$ cat config.mk
export PLATFORM = sky130hd
export DESIGN_NAME = fpaddsub_normalize_pack
export DESIGN_NICKNAME = d
export VERILOG_FILES = /design/src/rtl/fpaddsub_pkg.sv /design/src/rtl/fpaddsub_lzc32.sv /design/src/rtl/fpaddsub_normalize_pack.sv
export SDC_FILE = /design/constraint.sdc
export NUM_CORES = 1
export LEC_CHECK = 0
export CORE_MARGIN = 5
export CORE_UTILIZATION = 45
export DETAILED_ROUTE_END_ITERATION = 10
export GPL_TIMING_DRIVEN = 0
export PLACE_DENSITY = 0.66
export SLEW_MARGIN = 15
export SYNTH_ARGS = -nofsm -noshare
export SYNTH_HDL_FRONTEND = slang
export SYNTH_HIERARCHICAL = 1
export SYNTH_SLANG_ARGS = --single-unit
$ cat constraint.sdc
create_clock -name clk -period 3.3 [get_ports clk]
set_clock_uncertainty 0.1 [all_clocks]
set_input_delay 0.66 -clock clk [delete_from_list [all_inputs] [get_ports clk]]
set_output_delay 0.66 -clock clk [all_outputs]
set_load 0.01 [all_outputs]
$ cat src/rtl/fpaddsub_pkg.sv
// Shared FP add/sub constants, stage record types and result packing helper.
// Used by the alignment, adder and normalize/pack blocks.
package fpaddsub_pkg;

    localparam int SUM_W   = 33;
    localparam int EXP_W   = 8;
    localparam int FRAC_W  = 23;
    localparam int BIAS    = 127;
    localparam int EXP_MAX = 255;

    // Packed single-precision result layout
    localparam int RES_W        = 32;
    localparam int RES_SIGN_POS = 31;
    localparam int RES_EXP_LSB  = 23;
    localparam int RES_FRAC_LSB = 0;

    // Normalized mantissa: hidden + 23 fraction + guard + round + 6 sticky-source bits
    localparam int MANT_W = 32;
    localparam int LZC_W  = 6;

    // Two guard bits above EXP_W so cexp+2 and cexp-32 both fit without wrap
    localparam int SEXP_W = EXP_W + 2;
    typedef logic signed [SEXP_W-1:0] sexp_t;

    typedef struct packed {
        logic             vld;
        logic [SUM_W-1:0] sum;
        logic [EXP_W-1:0] cexp;
        logic             sign;
        logic             carry;
        logic             zero;
        logic [LZC_W-1:0] lzc;
    } s1_t;

    typedef struct packed {
        logic              vld;
        logic [MANT_W-1:0] mant;
        logic              sticky;
        sexp_t             exp;
        logic              sign;
        logic              zero;
        logic              unf;
    } s2_t;

    function automatic logic [RES_W-1:0] pack_result(
        input logic              sign,
        input logic [EXP_W-1:0]  exp,
        input logic [FRAC_W-1:0] frac
    );
        logic [RES_W-1:0] r;
        r = '0;
        r[RES_SIGN_POS]              = sign;
        r[RES_EXP_LSB +: EXP_W]      = exp;
        r[RES_FRAC_LSB +: FRAC_W]    = frac;
        return r;
    endfunction

endpackage

$ cat src/rtl/fpaddsub_lzc32.sv
// Purpose: leading-zero count of a 32-bit word (32 when the word is zero).
// Latency: combinational.
// Backpressure: none, pure function of the input.
module fpaddsub_lzc32
    import fpaddsub_pkg::*;
(
    input  logic [31:0]      din,
    output logic [LZC_W-1:0] cnt
);

    // Scanning upward lets the highest set bit win the last assignment
    always_comb begin
        cnt = LZC_W'(32);
        for (int i = 0; i < 32; i++) begin
            if (din[i]) begin
                cnt = LZC_W'(31 - i);
            end
        end
    end

endmodule

$ cat src/rtl/fpaddsub_normalize_pack.sv
// Purpose: normalize raw mantissa sum, round to nearest-even, pack IEEE-754 single.
// Latency: 3 cycles, one beat per cycle when downstream is ready.
// Backpressure: single global enable; all stages freeze while output is held unaccepted.
module fpaddsub_normalize_pack
    import fpaddsub_pkg::*;
(
    input  logic             clk,
    input  logic             rst,
    input  logic             in_valid,
    output logic             in_ready,
    input  logic [SUM_W-1:0] in_sum,
    input  logic [EXP_W-1:0] in_cexp,
    input  logic             in_sign,
    output logic             out_valid,
    input  logic             out_ready,
    output logic [RES_W-1:0] out_result,
    output logic             out_ovf,
    output logic             out_unf,
    output logic             out_zero
);

    logic             adv;
    logic [LZC_W-1:0] lzc;
    s1_t              s1_d, s1_q;
    s2_t              s2_d, s2_q;

    assign adv      = !out_valid || out_ready;
    assign in_ready = adv;

    // ---------------- S1: classify ----------------
    fpaddsub_lzc32 u_lzc (
        .din (in_sum[SUM_W-2:0]),
        .cnt (lzc)
    );

    always_comb begin
        s1_d       = '0;
        s1_d.vld   = in_valid;
        s1_d.sum   = in_sum;
        s1_d.cexp  = in_cexp;
        s1_d.sign  = in_sign;
        s1_d.carry = in_sum[SUM_W-1];
        s1_d.zero  = (in_sum == '0);
        s1_d.lzc   = lzc;
    end

    // ---------------- S2: shift and exponent adjust ----------------
    always_comb begin
        s2_d      = '0;
        s2_d.vld  = s1_q.vld;
        s2_d.sign = s1_q.sign;
        s2_d.zero = s1_q.zero;
        if (s1_q.carry) begin
            s2_d.mant   = s1_q.sum[SUM_W-1:1];
            s2_d.sticky = s1_q.sum[0];
            s2_d.exp    = $signed({2'b00, s1_q.cexp}) + sexp_t'(1);
        end else begin
            s2_d.mant   = s1_q.sum[SUM_W-2:0] << s1_q.lzc;
            s2_d.sticky = 1'b0;
            s2_d.exp    = $signed({2'b00, s1_q.cexp}) - $signed({4'b0000, s1_q.lzc});
        end
        // Equivalent to the adjusted exponent landing at or below zero
        s2_d.unf = !s1_q.zero && !s1_q.carry && ({2'b00, s1_q.lzc} >= s1_q.cexp);
    end

    // ---------------- S3: round and pack ----------------
    logic [FRAC_W:0]   kept;
    logic              g_bit, r_bit, s_bit, inc, rnd_cy, ovf;
    logic [FRAC_W-1:0] frac;
    sexp_t             e_rnd;
    logic [RES_W-1:0]  res_d;
    logic              ovf_d, unf_d, zero_d;

    always_comb begin
        kept  = s2_q.mant[MANT_W-1:MANT_W-FRAC_W-1];
        g_bit = s2_q.mant[7];
        r_bit = s2_q.mant[6];
        s_bit = (|s2_q.mant[5:0]) | s2_q.sticky;
        inc   = g_bit & (r_bit | s_bit | kept[0]);

        // An all-ones significand rolls over to 1.0 of the next binade
        rnd_cy = inc & (&kept);
        frac   = kept[FRAC_W-1:0] + FRAC_W'(inc);
        e_rnd  = rnd_cy ? (s2_q.exp + sexp_t'(1)) : s2_q.exp;
        ovf    = (e_rnd >= sexp_t'(EXP_MAX));

        res_d  = '0;
        ovf_d  = 1'b0;
        unf_d  = 1'b0;
        zero_d = 1'b0;
        if (s2_q.zero) begin
            zero_d = s2_q.vld;
        end else if (s2_q.unf) begin
            res_d = pack_result(s2_q.sign, '0, '0);
            unf_d = s2_q.vld;
        end else if (ovf) begin
            res_d = pack_result(s2_q.sign, EXP_W'(EXP_MAX), '0);
            ovf_d = s2_q.vld;
        end else begin
            res_d = pack_result(s2_q.sign, e_rnd[EXP_W-1:0], frac);
        end
    end

    // ---------------- register banks ----------------
    always_ff @(posedge clk) begin
        if (rst) begin
            s1_q       <= '0;
            s2_q       <= '0;
            out_valid  <= 1'b0;
            out_result <= '0;
            out_ovf    <= 1'b0;
            out_unf    <= 1'b0;
            out_zero   <= 1'b0;
        end else if (adv) begin
            s1_q       <= s1_d;
            s2_q       <= s2_d;
            out_valid  <= s2_q.vld;
            out_result <= res_d;
            out_ovf    <= ovf_d;
            out_unf    <= unf_d;
            out_zero   <= zero_d;
        end
    end

endmodule

==> flow_metrics.py, run 1 <==
metrics = {
    "global_route": {
        "grt_pass1_wl_mm": 41.1,
        "grt_max_degree": 17,
        "grt_pass1_vias": 7468,
        "antenna_found_initial": 0,
        "overflow": 0,
        "grtUsageTotal_pct": 26.4,
    },
    "worst_setup_path": {
        "crit_path_start": "out_ready",
        "worstSetupPathType": "input pin to output port",
        "rr_startpoint": "s1_q[0]$_SDFFE_PP0P_",
        "crit_fanout": 10,
        "start_kind": "input pin",
        "setup.worst_path.end_class": "output port",
        "arrival_ns": 2.37,
        "required_ns": 2.54,
        "crit_path_end": "in_ready",
        "worst-r2r-setup-slack_ns": 0.18,
        "rr_worst_depth": 9,
        "rr_endpoint": "kept[22]$_SDFFE_PP0P_",
    },
    "min_path": {
        "hold_path.class": "flip-flop to flip-flop",
        "hp-start": "out_result[11]$_SDFFE_PP0P_",
    },
    "layout": {
        "syn_to_final_growth_pct": 22.4,
        "nets": 1158,
        "num-fill-cells": 1730,
        "n_antenna_cell": 0,
        "drive_gt1_share_pct": 7.35,
    },
    "power_and_ir_drop": {
        "power_density_mw_per_mm2": 482,
        "peakVddDrop_uv": 357,
        "cellLeakagePower_nw": 3.55,
        "total_power_w": 0.00459,
    },
    "cts": {
        "path_clk_slew_ns": 0.05,
        "clockBufferDepth": 2,
        "cts_tree": "built",
        "worstSkewPairLatency_ns": 0.43,
        "htree_levels": 4,
        "numCtsBuffers": 17,
        "cts_num_sinks": 133,
        "root_buffer": "clkbuf_16",
    },
    "sta": {
        "drv_slew": 0,
        "tightestPinTransition_ns": 0.955,
        "timing.final.ws_setup_ns": 0.170,
        "rsz0062_at_grt": "no",
        "fin_crit_sh_pct": 94.8,
        "setup_viol": 0,
        "slew_headroom_pct": 35.8,
        "maxClockFrequency_mhz": 320,
        "fin_crit_ns": 3.13,
        "hold_violations": 0,
    },
    "detailed_routing": {
        "ant_nets": 0,
        "vias": 7926,
        "wl_per_cell_um": 19.8,
        "first_pass_iters": 6,
        "viasPerCell": 5.91,
        "drc": 0,
        "first_iter_violations": 578,
        "routed_wl_mm": 26.6,
    },
    "yosys": {
        "synthTopCellsByArea": "dfxtp_1 (34%), nand2_1 (11%), a21oi_1 (6.2%)",
        "synth_ff_type": "dfxtp_1",
        "synth_commonest_cells": "nand2_1 (220), dfxtp_1 (133), a21oi_1 (96), nor2_1 (74), clkbuf_1 (56)",
        "mappedNetlistNets": 1058,
        "netlist-cell-type-count": 65,
        "async_reset_ff_share_pct": 0,
        "yosys.area.top_type_share_pct": 34.2,
        "netlist_area_mm2": 0.00778,
        "ys_seq_area_share_pct": 34.2,
        "synthCells": 1002,
        "synth.most_common_cell": "nand2_1",
        "synth_edf_count": 0,
        "syn_area_per_cell_um2": 7.76,
        "yosysWarningCount": 6,
        "ys_ff_latch": 133,
        "synth_area_leader_cell": "dfxtp_1",
    },
    "run_status": {
        "status": "finished, final reports clean",
    },
    "floorplan": {
        "rows": 48,
        "io-pin-count": 83,
        "start_util_pct": 45.5,
        "die_x_um": 141,
        "core-area_mm2": 0.0171,
        "die-area_mm2": 0.0200,
        "fp.dieH_um": 141,
    },
    "placed_design": {
        "gp_congestion": 1.02,
        "dp_slack_ns": -0.506,
        "place_hpwl_mm": 20.5,
        "portBuffers": 81,
    },
    "job": {
        "cap_violations": 0,
    },
}
layer usage:
metal,GRT usage (%),vias to the layer above,wire [um]
met5,0,-,0
met4,12.4,0,1070
met3,3.98,71,1750
met2,42.1,354,12100
met1,35.2,3680,11700
li1,-,3821,-
cells by family (layout without fill, tap and decap cells):
family / count (synthesis) / after routing / share of synthesized area [%]
buffers and inverters: 93 / 206 / 4.74
AOI/OAI and AO/OA: 239 / 239 / 19.0
xor gates and xnor gates: 36 / 36 / 4.05
muxes: 53 / 53 / 9.97
adders and majority gates: 10 / 10 / 1.70
and+or+nand+nor: 438 / 438 / 26.3
DFF: 133 / 133 / 34.2
cell type report:
cell class / count / area (um2) / area share, %
inverter: 23 / 90.1 / 0.946
multi-input combinational: 776 / 4750 / 49.9
sequential: 133 / 2660 / 28.0
tap: 225 / 282 / 2.96
timing repair buffer: 82 / 818 / 8.59
buffer: 69 / 289 / 3.04
clock buffer: 21 / 460 / 4.84
clock inverter: 11 / 173 / 1.81
placed cells by master (no fill, tap or decap), types with 22 or more instances in the layout:
cell type        netlist  layout
mux2i_1               28      28
nand2_1              220     220
o21ai_0               51      50
clkbuf_1              56      53
dfxtp_1              133     133
clkdlybuf4s50_1        0      81
nor3_1                36      36
nor2_1                74      74
a21oi_1               96      96
xor2_1                22      22
worst min path at each step:
stage	to	slack, ns	cells after the start
detailed placement	out_result[14]$_SDFFE_PP0P_	0.34	2
finish	out_result[11]$_SDFFE_PP0P_	0.35	2
global route	out_result[31]$_SDFFE_PP0P_	0.39	2
CTS	s1_q[8]$_SDFFE_PP0P_	0.35	2
floorplan	s2_q[2]$_SDFFE_PP0P_	0.33	2
global placement	out_result[10]$_SDFFE_PP0P_	0.34	2
power by group:
part	switching (W)	total (W)	internal (W)
Combinational	0.000399	0.000713	0.000314
Clock	0.000733	0.00204	0.00131
Sequential	0.000123	0.00183	0.00171
Total	0.00125	0.00459	0.00333
metrics by stage:
step           area (um2)  setup TNS [ns]  hold WS (ns)  utilization (%)  instances
2_1_floorplan        7780               0         0.332                -       1002
3_3_place_gp         8870           -1.24         0.336             51.8       1308
3_5_place_dp         8870           -1.42         0.342             51.8       1308
4_1_cts              9520               0         0.355             55.6       1340
5_1_grt              9520               0         0.386             55.6       1340
6_report             9520               0         0.348             55.6       1340
state kept, by name, summed over array words and instances, names as in the netlist:
signal	cells
out_result	32
out_ovf	1
kept	24
r_bit	1
g_bit	1
out_valid	1
out_zero	1
out_unf	1
s1_q	50
s2_q	21
timing repair:
action | 4_1_cts | 5_1_grt
hold buffers | 0 | 0
setup endpoints to repair | 7 | 6
gates resized for setup | 5 | 7
setup buffers | 1 | 0
critical path, cell delays in order:
cell,delay [ns]
clkdlybuf4s50_1,0.40
nor2b_1,0.10
clkbuf_1,0.30
clkinvlp_4,0.15
clkbuf_2,0.22
clkdlybuf4s50_1,0.54
Note: power is estimated with default switching activity, not from simulation.
==> inputs of run 2 (changes only) <==
Settings changed: DONT_BUFFER_PORTS set to 1, PLACE_DENSITY 0.66 to unset.
==> run 2 against run 1 <==
  * Sequential share of layout area rose by 2.8 points
  * Clock power fell by 5%
  * Highest routed layer unchanged
  * Maximum frequency fell by 1.4%
  * Largest cell class unchanged
  * Register-to-register slack got worse by 0.05 ns
  * Sequential power barely moved
==> flow_metrics.py, run 2 (synthesis results as in run 1) <==
metrics = {
    "sta": {
        "finalSetupTns_ns": 0,
        "hold_violations": 0,
        "drv_slew": 0,
        "maxClockFrequency_mhz": 315,
        "setup_viol": 0,
        "tightestPinTransition_ns": 0.938,
        "fin_crit_ns": 3.17,
        "rsz0062_at_grt": "no",
        "fin_crit_sh_pct": 96.2,
        "slew_headroom_pct": 37.0,
        "timing.final.ws_setup_ns": 0.127,
    },
    "worst_setup_path": {
        "crit_path_start": "s1_q[1]$_SDFFE_PP0P_",
        "crit_chain": "clkbuf_2, clkbuf_2, inv_1, ha_1, nor2b_1, o21ai_0, a21boi_0, o21ai_0, a21boi_1, o21ai_0, mux2i_1, nand2_1",
        "start_kind": "flip-flop",
        "required_ns": 3.51,
        "critPathBufInv": 3,
        "rr_startpoint": "s1_q[1]$_SDFFE_PP0P_",
        "slowest_delay_ns": 0.36,
        "cpMaxStageDelayCell": "dfxtp_1",
        "setup.worst_path.end_class": "flip-flop",
        "critical-path-top-delay-family": "compound AO/OA/AOI/OAI gates",
        "crit_fanout": 10,
        "worstSetupPathType": "flip-flop to flip-flop",
        "arrival_ns": 3.38,
        "path_common_cell": "o21ai_0",
    },
    "global_route": {
        "antenna_found_initial": 0,
        "grt_pass1_wl_mm": 40.4,
        "grt_pass1_vias": 7250,
        "grtUsageTotal_pct": 25.9,
        "grt_max_degree": 17,
        "overflow": 0,
    },
    "layout": {
        "max_flop_register": "s1_q",
        "n_antenna_cell": 0,
        "final_common_cell": "nand2_1",
        "largest_register_ffs": 50,
        "drive_gt1_share_pct": 7.74,
        "layout_common_cells": "nand2_1 (220), dfxtp_1 (133), a21oi_1 (96)",
        "fin_util_pct": 50.6,
        "num-fill-cells": 1721,
        "seqCellArea_mm2": 0.00266,
        "multiInputGateArea_mm2": 0.00475,
        "design_area_mm2": 0.00866,
        "nets": 1077,
        "syn_to_final_growth_pct": 11.3,
    },
    "detailed_routing": {
        "vias": 7498,
        "first_pass_iters": 5,
        "first_iter_violations": 584,
        "ant_nets": 0,
        "drc": 0,
        "wl_per_cell_um": 20.6,
        "viasPerCell": 5.96,
        "routed_wl_mm": 25.9,
    },
    "cts": {
        "numCtsBuffers": 17,
        "clockBufferDepth": 2,
        "root_buffer": "clkbuf_16",
        "path_clk_slew_ns": 0.06,
        "cts_tree": "built",
        "postCtsSetupRepairBufs": 0,
        "htree_levels": 4,
        "worstSkewPairLatency_ns": 0.42,
        "cts_num_sinks": 133,
    },
    "placed_design": {
        "portBuffers": 0,
        "placed_area_mm2": 0.00806,
        "dp_slack_ns": -0.316,
        "place_hpwl_mm": 20.2,
        "gp_congestion": 1.03,
    },
    "floorplan": {
        "die_x_um": 141,
        "core-area_mm2": 0.0171,
        "fp.dieH_um": 141,
        "die-area_mm2": 0.0200,
        "start_util_pct": 45.5,
        "io-pin-count": 83,
        "rows": 48,
    },
    "min_path": {
        "hold_path.class": "input pin to flip-flop",
        "hp-start": "in_sum[31]",
    },
    "run_status": {
        "status": "finished, final reports clean",
    },
    "power_and_ir_drop": {
        "peakVddDrop_uv": 357,
        "power_density_mw_per_mm2": 502,
        "cellLeakagePower_nw": 3.20,
    },
    "job": {
        "cap_violations": 0,
    },
}
-- run 2: final cells by class --
class / instances / share of cell area, %
Multi-Input combinational cell: 776 / 54.9
Sequential cell: 133 / 30.7
Clock buffer: 18 / 4.96
Buffer: 70 / 3.32
Tap cell: 225 / 3.25
Clock inverter: 13 / 1.82
Inverter: 23 / 1.04
-- run 2: path summary, 6_finish.rpt --
path                                               to  slack (ns)  cells past startpoint
worst min-delay path            s1_q[48]$_SDFFE_PP0P_        0.27                      2
worst min register to register   s1_q[8]$_SDFFE_PP0P_        0.35                      2
worst max-delay path            s2_q[10]$_SDFFE_PP0P_        0.13                     12
worst max register to register  s2_q[10]$_SDFFE_PP0P_        0.13                     12
-- run 2: layer usage --
| metal | vias up | global-route usage [%] | wire length [um] |
|---|---|---|---|
| met5 | - | 0 | 0 |
| met4 | 0 | 10.5 | 880 |
| met3 | 53 | 5.53 | 1720 |
| met2 | 296 | 40.7 | 11500 |
| met1 | 3505 | 34.8 | 11800 |
| li1 | 3644 | - | - |
-- run 2: timing repair --
action                                  CTS  global route
pin swaps                                 0             0
resized for setup                         3             5
hold buffers                              0             0
endpoints found under the setup margin    5             5
-- run 2: metrics by stage --
step | power [W] | instances | hold slack, ns
after detailed placement | 0.00244 | 1227 | 0.346
after global placement | 0.00244 | 1227 | 0.341
final | 0.00435 | 1258 | 0.274
after global routing | 0.00451 | 1258 | 0.264
after CTS | 0.00435 | 1258 | 0.261
after floorplan | 0.00225 | 1002 | 0.332
-- run 2: worst register-to-register path: cells and delay by family (launching register included) --
| kind | cells | cell delay, ns |
|---|---|---|
| mux | 1 | 0.26 |
| buf+inv | 3 | 0.82 |
| simple gates | 2 | 0.20 |
| flops | 1 | 0.36 |
| fa+ha+maj | 1 | 0.34 |
| compound gates | 5 | 0.98 |
-- run 2: report_power, final --
| group | internal [W] | leakage, nW | switching (W) |
|---|---|---|---|
| logic | 0.000232 | 1.83 | 0.000341 |
| registers | 0.00171 | 1.09 | 0.000136 |
| clock network | 0.00118 | 0.278 | 0.000751 |
| total | 0.00312 | 3.20 | 0.00123 |
==> inputs of run 3 (changes only) <==
Settings changed: SLEW_MARGIN 15 to 10.
==> results of run 3 <==
The final DEF is identical to that of run 2; final timing and power are the same.
